==> config.mk <==
export PLATFORM = sky130hd
export DESIGN_NAME = serial_adder
export DESIGN_NICKNAME = d
export VERILOG_FILES = /design/src/rtl/adder_pkg.sv /design/src/rtl/full_adder.sv /design/src/rtl/serial_adder.sv
export SDC_FILE = /design/constraint.sdc
export NUM_CORES = 1
export LEC_CHECK = 0
export ABC_AREA = 1
export CAP_MARGIN = 20
export CORE_AREA = 2 2 54 56
export CTS_BUF_LIST = sky130_fd_sc_hd__clkbuf_8
export DETAILED_ROUTE_END_ITERATION = 8
export DIE_AREA = 0 0 56 58
export MAX_ROUTING_LAYER = met4
export PLACE_DENSITY = 0.85
export SYNTH_ARGS = -nofsm -noshare
export SYNTH_HDL_FRONTEND = slang
export SYNTH_SLANG_ARGS = --single-unit
==> constraint.sdc <==
create_clock -name clk -period 1.66 [get_ports clk]
set_input_delay 0.498 -clock clk [delete_from_list [all_inputs] [get_ports clk]]
set_output_delay 0.498 -clock clk [all_outputs]
set_load 0.02 [all_outputs]
==> src/rtl/adder_pkg.sv <==
// Shared definitions for the bit-serial adder: FSM state encoding and default width.
package adder_pkg;

    localparam int DEFAULT_WIDTH = 8;

    typedef enum logic [1:0] {
        IDLE = 2'd0,
        RUN  = 2'd1,
        DONE = 2'd2
    } state_t;

endpackage : adder_pkg

==> src/rtl/full_adder.sv <==
// One-bit full adder; the combinational slice reused by serial_adder every bit time.
module full_adder (
    input  logic a,
    input  logic b,
    input  logic cin,
    output logic s,
    output logic c
);

    assign s = a ^ b ^ cin;
    assign c = (a & b) | (a & cin) | (b & cin);

endmodule : full_adder

==> src/rtl/serial_adder.sv <==
// Bit-serial adder: {c,s} = a + b + cin, one bit per clock, LSB first.
// state | meaning:  IDLE | waiting for start,  RUN | shifting one bit per edge,  DONE | result valid (done=1)
module serial_adder
    import adder_pkg::*;
#(
    parameter int WIDTH = DEFAULT_WIDTH
) (
    input  logic             clk,
    input  logic             rst,
    input  logic             start,
    input  logic [WIDTH-1:0] a,
    input  logic [WIDTH-1:0] b,
    input  logic             cin,
    output logic             busy,
    output logic             done,
    output logic [WIDTH-1:0] s,
    output logic             c
);

    localparam int CNT_W = (WIDTH > 1) ? $clog2(WIDTH) : 1;
    localparam logic [CNT_W-1:0] LAST = CNT_W'(WIDTH - 1);

    state_t           state;
    state_t           state_next;
    logic             load;
    logic             shift;
    logic [CNT_W-1:0] cnt;
    logic [WIDTH-1:0] op_a;
    logic [WIDTH-1:0] op_b;
    logic             carry;
    logic [WIDTH-1:0] sum_reg;
    logic [WIDTH-1:0] sum_next;
    logic             fa_s;
    logic             fa_c;

    full_adder u_fa (
        .a   (op_a[0]),
        .b   (op_b[0]),
        .cin (carry),
        .s   (fa_s),
        .c   (fa_c)
    );

    always_ff @(posedge clk) begin
        if (rst) begin
            state <= IDLE;
        end else begin
            state <= state_next;
        end
    end

    always_comb begin
        state_next = state;
        load       = 1'b0;
        shift      = 1'b0;
        busy       = 1'b0;
        done       = 1'b0;
        case (state)
            IDLE: begin
                if (start) begin
                    load       = 1'b1;
                    state_next = RUN;
                end
            end
            RUN: begin
                busy  = 1'b1;
                shift = 1'b1;
                if (cnt == LAST) begin
                    state_next = DONE;
                end
            end
            DONE: begin
                done       = 1'b1;
                state_next = IDLE;
            end
            default: state_next = IDLE;
        endcase
    end

    // Sum bits enter at the MSB so that after WIDTH shifts bit 0 lands at s[0].
    always_comb begin
        sum_next            = sum_reg >> 1;
        sum_next[WIDTH-1]   = fa_s;
    end

    always_ff @(posedge clk) begin
        if (rst) begin
            op_a    <= '0;
            op_b    <= '0;
            carry   <= 1'b0;
            sum_reg <= '0;
            cnt     <= '0;
        end else if (load) begin
            op_a  <= a;
            op_b  <= b;
            carry <= cin;
            cnt   <= '0;
        end else if (shift) begin
            op_a    <= op_a >> 1;
            op_b    <= op_b >> 1;
            carry   <= fa_c;
            sum_reg <= sum_next;
            if (cnt != LAST) begin
                cnt <= cnt + CNT_W'(1);
            end
        end
    end

    assign s = sum_reg;
    assign c = carry;

endmodule : serial_adder

==> impl_metrics.yaml <==
cts:
  cts-root-buf: "clkbuf_8"
  cts_setup_buffers: 0
  htreeDepth: 2
  clk_pin_slew_ps: 60
  tritoncts: "built"
  clock_latency_ps: 290
  clock-sinks: 30
  hold_buffers: 0
  clockBufferDepth: 2
  cts_made_buffers: 5
sta:
  rsz0062_at_grt: "false"
  slew_viol_final: 0
  fin_crit_ps: 1604
  worst_pin_slew_ps: 269.1
  min_period_over_period: 0.9660
  setup_slack_ps: 56.45
  setup_viol: 0
  finClkSkew_ps: 4.208
  fmax_mhz: 623.6
  setup_tns_ps: 0
  hold_viol_final: 0
  relSlewSlack: 0.8202
  holdWs_ps: 467.0
grt:
  grt.total_usage: 0.2239
  overflow: 0
  antenna_found_initial: 0
  grt_pass1_vias: 1258
  grt_pass1_wl_mm: 5.347
  grt_max_degree: 32
worst_setup_path:
  rr_endpoint: "op_a[1]$_SDFFE_PP0P_"
  required_ps: 1160
  crit_type: "reg2out"
  crit_arrival_ps: 1110
  critPathCaptureType: "output pin"
  reg2reg_slack_ps: 330
  crit_fanout: 2
  r2r_cells: 8
  r2r_start: "state[1]$_SDFFE_PP0P_"
  cp-start-kind: "flip-flop"
floorplanning:
  rows: 19
  die_area_sq_um: 3248
  die_h_microns: 58
  ioPinCount: 31
  initial_core_util: 0.5418
  core_area_sq_um: 2663
  die_w_microns: 56
synthesis:
  synth-seq-area-share: 0.4163
  synth_warnings: 0
  syn_nets: 220
  synth_seq_cells: 30
  netlist_instances: 197
  ys_types: 18
  syn_avg_cell_area_sq_um: 7.323
  syn_area_sq_um: 1443
place:
  dp_hpwl_mm: 2.133
  gp_congestion: 0.8052
  port_buffers: 30
  place_ws_ps: -82.02
power_and_ir_drop:
  p_seq_frac: 0.470
  p_switching_mw: 0.4757
  power.share.switching: 0.2798
  power.clock.fraction: 0.355
  pwr-share-comb: 0.176
  leakage_nw: 0.8777
  p_per_area_nw_per_um2: 923.6
  ir_worst_vdd_mv: 0.6878
  p_int_mw: 1.224
  finalPower_mw: 1.700
job:
  drv_cap: 0
detailed_routing:
  first_pass_iters: 4
  detail_route.iter0.violations: 55
  top_layer_used: "met4"
  routed_wirelength_mm: 3.189
  post_drt_wl_per_cell_microns: 12.17
  met1_length_mm: 1.333
  viasPerCell: 5.275
  met2_length_mm: 1.617
  wl_met3_microns: 188
  ant_nets: 0
  drc: 0
  num_vias: 1382
finish:
  fillers: 216
  final_common_cell: "nand2_1"
  drive_gt1_frac: 0.1126
  post-route-util: 0.6913
  syn_to_final_growth_pct: 27.58
  layout_common_cells: "nand2_1, nor2_1, dfxtp_1"
  antenna-diode-count: 0
  nets: 253
hold_path:
  hold_class: "reg2reg"
  holdCritStartpoint: "cnt[1]$_SDFFE_PP0P_"
  holdPathEnd: "cnt[1]$_SDFFE_PP0P_"
  hold-path-cell-count: 2
outcome:
  outcome: "finished clean"
## through the flow
step,cells,area [sq um]
after floorplan,197,1443
after global routing,262,1841
after detailed placement,254,1763
after global placement,254,1763
final,262,1841
after CTS,262,1844
## final cells by class
type                            instances  area [sq um]  share of cell area
Tap cell                               31         38.79             0.02107
Inverter                               10         37.54             0.02039
Sequential cell                        30         601.8              0.3270
Multi-Input combinational cell        144         693.2              0.3766
Timing Repair Buffer                   39         377.9              0.2053
Clock inverter                          2         8.758            0.004759
Clock buffer                            6         82.58             0.04487
## synthesized netlist by cell type
library cell  instances  area share
a21oi_1               6       0.021
buf_2                 4       0.014
buf_4                 1      0.0052
buf_6                 7       0.055
clkbuf_2              1      0.0035
dfxtp_1              30        0.42
fa_1                  1       0.014
ha_1                  2       0.017
inv_1                 8       0.021
inv_2                 2      0.0052
nand2_1              52        0.14
nand2_4               3       0.023
nand3_1              28       0.097
nand4_1              11       0.048
nor2_1               30       0.078
nor2_4                2       0.016
nor3_1                1      0.0035
o21ai_0               8       0.028
## cells by family after synthesis
group,after synthesis,synth area share
fa+ha+maj,3,0.03122
simple gates,127,0.4007
compound gates,14,0.04857
buf+inv,23,0.1032
flops,30,0.4163
## worst max-delay path: stages, from the launching register on
cell and delay [ps]:
dfxtp_1 320, buf_4 140, nor2_4 100, clkdlybuf4s15_2 260
## metal layers
layer  vias up  track usage
met5         -            -
met2        36       0.3832
met1       636       0.2286
li1        706            -
met4         0       0.1429
met3         4      0.05804
## state kept, by name, indices dropped and copies added, names as in the netlist
register,flops
c,1
state,2
op_b,8
s,8
op_a,8
cnt,3
## power by group through the flow
stage	combinational, mW	sequential (mW)	clock [mW]
floorplan	0.182	0.830	0
global placement	0.303	0.812	0
detailed placement	0.310	0.814	0
CTS	0.300	0.798	0.616
global route	0.332	0.803	0.638
finish	0.299	0.798	0.603
## worst max-delay path by stage
stage,start,end,slack (ps),cells past startpoint
2_1_floorplan,state[1]$_SDFFE_PP0P_,done,340,2
3_5_place_dp,start,op_b[0]$_SDFFE_PP0P_,-80,6
5_1_grt,state[1]$_SDFFE_PP0P_,busy,20,3
3_3_place_gp,start,op_a[0]$_SDFFE_PP0P_,-60,6
6_report,state[1]$_SDFFE_PP0P_,busy,60,3
4_1_cts,state[0]$_SDFFE_PP0P_,done,20,2
## timing repair
item                                    CTS  global route
endpoints found under the setup margin   11             1
gates resized for setup                  14             2
gates cloned                              0             0
endpoints found under the hold margin     0             0
Power figures use the tool's default switching activity.
==> RTL change 1 (same flow settings) <==
Make the reset (`rst`) asynchronous in 2 clocked blocks.
--- a/src/rtl/serial_adder.sv
+++ b/src/rtl/serial_adder.sv
@@ -41,7 +41,7 @@
         .c   (fa_c)
     );
 
-    always_ff @(posedge clk) begin
+    always_ff @(posedge clk or posedge rst) begin
         if (rst) begin
             state <= IDLE;
         end else begin
@@ -83,7 +83,7 @@
         sum_next[WIDTH-1]   = fa_s;
     end
 
-    always_ff @(posedge clk) begin
+    always_ff @(posedge clk or posedge rst) begin
         if (rst) begin
             op_a    <= '0;
             op_b    <= '0;
Check against the original RTL: differs if rst is asserted again (counterexample within 4 cycles, from zero or initial values and one cycle with rst high); with rst held inactive, the same outputs for 10 cycles.
==> RTL change 1 against the original RTL <==
  * Sequential cell count did not move
  * Area after synthesis down 4.9%
  * Final cell count shrank 16%
  * Die area unchanged
  * Setup slack gained 0.065 ns
  * Wire length shrank 12%
  * Design area decreased by 2.0%
  * Largest cell class is now registers
Power is not compared: it rests on default switching activity, and its combinational part moved more than twofold at a synthesized area within 25%.
==> RTL change 1: results (changes against the original RTL) <==
----------------------------------------------------
[Routing]
  Via-per-instance ratio ... 5.20 (was 5.27)
  Routed via count ... 1149 (was 1382)
  Post-detailed-route wirelength per cell ... 12.8 um (was 12.2 um)
  Starting DRC count in detailed routing ... 31 (was 55)
  Detailed Routing Iterations Pass 1 ... 4 (unchanged)

[Power and ir drop]
  Max VDD drop ... between 0.001 and 0.0015 V
  Static Leak ... approximately 0.91 nW

[Place]
  Number of instances in the placed design ... 213 (was 254)
  Count of input and output buffers ... 30 (unchanged)
  Final weighted congestion in routability-driven placement ... 0.776 (was 0.805)
  Placement Cell Area ... 1720 um2 (was 1760 um2)
  Detailed placement HPWL ... 1940 um (was 2130 um)

[Synthesis]
  Distinct cell type count after synthesis ... 18 (unchanged)
  Warning count from the yosys run ... 0 (unchanged)
  Commonest cells post-synth ... nand2_1, nand3_1, dfrtp_1 (was nand2_1, dfxtp_1, nor2_1)
  Register area share after synthesis ... 54.7% (was 41.6%)
  Count of flip-flops with a built-in enable after synthesis ... 0 (unchanged)
  Net count of the mapped netlist ... 173 (was 220)
  Mean instance size in the synthesized netlist ... 9.14 um2 (was 7.32 um2)
  Most instantiated flip-flop cell in the synthesis netlist ... dfrtp_1 (was dfxtp_1)
  Leading post-synthesis cells by cell area ... dfrtp_1, nand2_1, nand3_1 (was dfxtp_1, nand2_1, nand3_1)
  Async set or reset register ratio after synthesis ... 100% (was 0%)

[GRT]
  Initial antenna violation count ... 0 (unchanged)
  Global-route total usage across every layer ... 20.6% (was 22.4%)
  Largest net degree at the start of global routing ... 31 (was 32)
  First-pass GRT wire length ... 4750 um (was 5350 um)

[Final layout]
  Fraction of final layout cells sized beyond drive strength 1 ... 14.2% (was 11.3%)
  Fill cell instance count of the final layout ... 231 (was 216)
  Antenna diode count ... 0 (unchanged)

[Timing]
  Clock skew after layout ... 0.00656 ns (was 0.00421 ns)
  Transition at the pin with the smallest max-transition slack ... 0.425 ns (was 0.269 ns)

[Status]
  Status ... finished, final reports clean (unchanged)

[Worst setup path]
  Longest individual stage delay on the worst path ... 0.38 ns (was 0.32 ns)
  Worst path arrival time ... 1.04 ns (was 1.11 ns)
  Maximum fanout count along the critical path ... 3 (was 2)
  Cell family with most CP delay ... flip-flops (was buffers and inverters)
  Standard cell with the maximum stage delay on the critical path ... dfrtp_1 (was dfxtp_1)

[CTS]
  Clock buffers created by TritonCTS ... 5 (unchanged)
  CTS HTree Levels ... 2 (unchanged)
  Worst-skew pair later-pin latency ... 0.29 ns (about the same)
  Root buffer cell ... clkbuf_8 (unchanged)
  Maximum buffer depth of the clock tree ... 2 (unchanged)
  Clock-pin slew on the worst setup and hold paths ... around 0.070 ns

[Min path]
  Class of the tightest hold or removal check ... reg -> reg (unchanged)

----------------------------------------------------
RTL change 1: repair_timing:
action | CTS | global route
setup endpoints to repair | 11 | 2
setup buffers | 0 | 0
pin swaps | 0 | 0
gates resized for setup | 16 | 2
RTL change 1: cell families after synthesis:
kind of cell	after synthesis	synth area share [%]
buf+inv	14	6.66
flops	30	54.7
fa+ha+maj	3	3.28
simple gates	98	32.1
compound gates	5	3.19
RTL change 1: cell type report:
cell class              instances  area (um2)  share of cell area [%]
clock buffers                   5        68.8                    3.81
repair buffers                 39         347                    19.2
well taps                      31        38.8                    2.15
multi-input cells             106         529                    29.3
inverters                       7        28.8                    1.60
clock inverters                 3        40.0                    2.22
flip-flops and latches         30         752                    41.7
RTL change 1: power by group:
| part | internal (W) | leakage (nW) | switching [W] |
|---|---|---|---|
| Combinational | 0.000537 | 0.471 | 0.000783 |
| Sequential | 0.00104 | 0.383 | 0.000200 |
| Clock | 0.000441 | 0.0579 | 0.000274 |
| Total | 0.00201 | 0.911 | 0.00126 |
RTL change 1: metal layers:
metal,vias up,global-route usage [%],wire length (um)
li1,561,-,-
met1,538,22.0,1080
met2,44,33.8,1480
met3,6,8.04,196
met4,0,9.52,61
met5,-,-,0
RTL change 1: path summary, 6_finish.rpt:
check	startpoint	end	cells after the start	slack, ns
hold / removal	op_b[7]$_DFFE_PP0P_	op_b[7]$_DFFE_PP0P_	2	0.48
max in group asynchronous	rst	state[0]$_DFFE_PP0P_	3	0.78
setup reg to reg	cnt[0]$_DFFE_PP0P_	cnt[2]$_DFFE_PP0P_	7	0.32
hold reg to reg	op_b[7]$_DFFE_PP0P_	op_b[7]$_DFFE_PP0P_	2	0.48
setup / recovery	state[1]$_DFFE_PP0P_	busy	4	0.12
min in group asynchronous	rst	op_a[0]$_DFFE_PP0P_	3	0.59
RTL change 1: metrics by stage:
stage / worst slack, ns / TNS [ns]
after floorplan: 0.309 / 0
after global placement: -0.0106 / -0.0177
after detailed placement: -0.0507 / -0.117
after CTS: 0.00441 / 0
after global routing: 0.0621 / 0
final: 0.122 / 0
RTL change 1: tightest hold or removal path: cells and delay by family (launching register included):
family        cells  cell delay [ns]
flops             1             0.34
simple gates      2             0.10
==> RTL change 2 (same settings) <==
Without the edit above. `DEFAULT_WIDTH`: 8 -> 4.
--- a/src/rtl/adder_pkg.sv
+++ b/src/rtl/adder_pkg.sv
@@ -1,7 +1,7 @@
 // Shared definitions for the bit-serial adder: FSM state encoding and default width.
 package adder_pkg;
 
-    localparam int DEFAULT_WIDTH = 8;
+    localparam int DEFAULT_WIDTH = 4;
 
     typedef enum logic [1:0] {
         IDLE = 2'd0,
Interface: changed (resized a, b and s); port bits go from 31 to 19. The function was not compared with the original's and may differ.
==> RTL change 2 against the original RTL <==
  * First-iteration DRC count decreased by 80%
  * Wire length fell by 50%
  * Setup slack improved by 0.017 ns
  * Count of clock-buffer cells in the layout is 3 lower
  * Sequential cell count decreased by 13
  * Total power decreased by 44%
  * Area after synthesis down 44%
  * Design area down 42%
  * Combinational power decreased by 36%
==> RTL change 2: results (changes against the original RTL) <==
----------------------------------------------------
[Worst setup path]
  Maximum fanout count along the critical path ... 3 (was 2)

[Routing]
  Starting DRC count in detailed routing ... 11 (was 55)
  Post-detailed-route wirelength per cell ... 9.68 um (was 12.2 um)
  Detailed Routing Iterations Pass 1 ... 5 (was 4)
  Met1 Routed Length ... 736 um (was 1330 um)
  Amount of wire on met2 after detailed routing ... 737 um (was 1620 um)
  Via-per-instance ratio ... 4.58 (was 5.27)
  WL met3 ... 82 um (was 188 um)

[CTS]
  Worst-skew pair later-pin latency ... 0.25 ns (was 0.29 ns)
  Clock buffers created by TritonCTS ... 3 (was 5)
  CTS HTree Levels ... 1 (was 2)

[Place]
  Placement Cell Area ... 1030 um2 (was 1760 um2)
  Placement Setup Slack ... 0.0328 ns (was -0.0820 ns)
  Final weighted congestion in routability-driven placement ... 0.749 (was 0.805)
  Number of instances in the placed design ... 162 (was 254)
  Detailed placement HPWL ... 1230 um (was 2130 um)
  Count of input and output buffers ... 18 (was 30)

[GRT]
  Number of global-route vias before repair ... 663 (was 1258)
  Largest net degree at the start of global routing ... 15 (was 32)
  Global-route total usage across every layer ... 11.6% (was 22.4%)
  First-pass GRT wire length ... 2790 um (was 5350 um)

[Synthesis]
  Synth Area in XOR/XNOR ... 0% (unchanged)
  Leading post-synthesis cells by cell area ... dfxtp_1, nor2_1, a21oi_1 (was dfxtp_1, nand2_1, nand3_1)
  Distinct cell type count after synthesis ... 19 (was 18)
  Register area share after synthesis ... 41.8% (was 41.6%)
  Share of synthesized cell area in full adder, half adder and majority cells ... 4.00% (was 3.12%)
  Commonest cells post-synth ... nor2_1, dfxtp_1, nand2_1 (was nand2_1, dfxtp_1, nor2_1)
  Net count of the mapped netlist ... 127 (was 220)
  Mean instance size in the synthesized netlist ... 7.20 um2 (was 7.32 um2)
  Fraction of the mapped netlist area in compound gates ... 14.2% (was 4.86%)

[Timing]
  Transition at the pin with the smallest max-transition slack ... 0.522 ns (was 0.269 ns)
  Clock skew after layout ... 0.00142 ns (was 0.00421 ns)

[Status]
  Status ... finished, final reports clean (unchanged)

[Power and ir drop]
  Max VDD drop ... 0.000351 V (was 0.000688 V)
  Static Leak ... 0.480 nW (was 0.878 nW)

[Final layout]
  Fill cell instance count of the final layout ... 294 (was 216)
  Multi-input combinational cell area ... 393 um2 (was 693 um2)
  Fraction of final layout cells sized beyond drive strength 1 ... 13.3% (was 11.3%)
  Count of nets after finishing ... 150 (was 253)

----------------------------------------------------
## RTL change 2: layout make-up
class | count | area share [%]
clock buffers | 3 | 3.88
clock inverters | 1 | 0.353
inverters | 13 | 4.58
multi-input cells | 79 | 36.9
flip-flops and latches | 17 | 32.1
well taps | 31 | 3.64
repair buffers | 22 | 18.6
## RTL change 2: where the power goes
part,total [W],switching [W],internal [W]
Combinational,0.000190,0.000105,0.0000857
Clock,0.000304,0.000140,0.000164
Sequential,0.000461,0.0000217,0.000440
## RTL change 2: routing by layer
metal | track usage (%) | vias to the layer above
li1 | - | 402
met1 | 14.0 | 331
met2 | 16.8 | 19
met3 | 2.90 | 8
met4 | 8.16 | 0
met5 | - | -
## RTL change 2: path summary, 6_finish.rpt
| kind | slack (ns) | endpoint | cells past startpoint | startpoint |
|---|---|---|---|---|
| worst max register to register | 0.45 | op_a[2]$_SDFFE_PP0P_ | 4 | state[0]$_SDFFE_PP0P_ |
| worst min register to register | 0.47 | cnt[1]$_SDFFE_PP0P_ | 2 | cnt[1]$_SDFFE_PP0P_ |
| worst max-delay path | 0.07 | busy | 4 | state[1]$_SDFFE_PP0P_ |
| worst min-delay path | 0.47 | cnt[1]$_SDFFE_PP0P_ | 2 | cnt[1]$_SDFFE_PP0P_ |
## RTL change 2: repair_timing
| item | in CTS | in global routing |
|---|---|---|
| pin swaps | 0 | 0 |
| buffers inserted | 0 | 0 |
| hold buffers | 0 | 0 |
| endpoints found under the setup margin | 7 | 2 |
| resized for setup | 7 | 3 |
| hold endpoints to repair | 0 | 0 |
## RTL change 2: worst reg2reg max path, stage by stage (launching register included)
cell and delay, ns:
dfxtp_2 0.35, nor2_2 0.43, a21oi_1 0.14, nor2_1 0.15, nor2_2 0.04
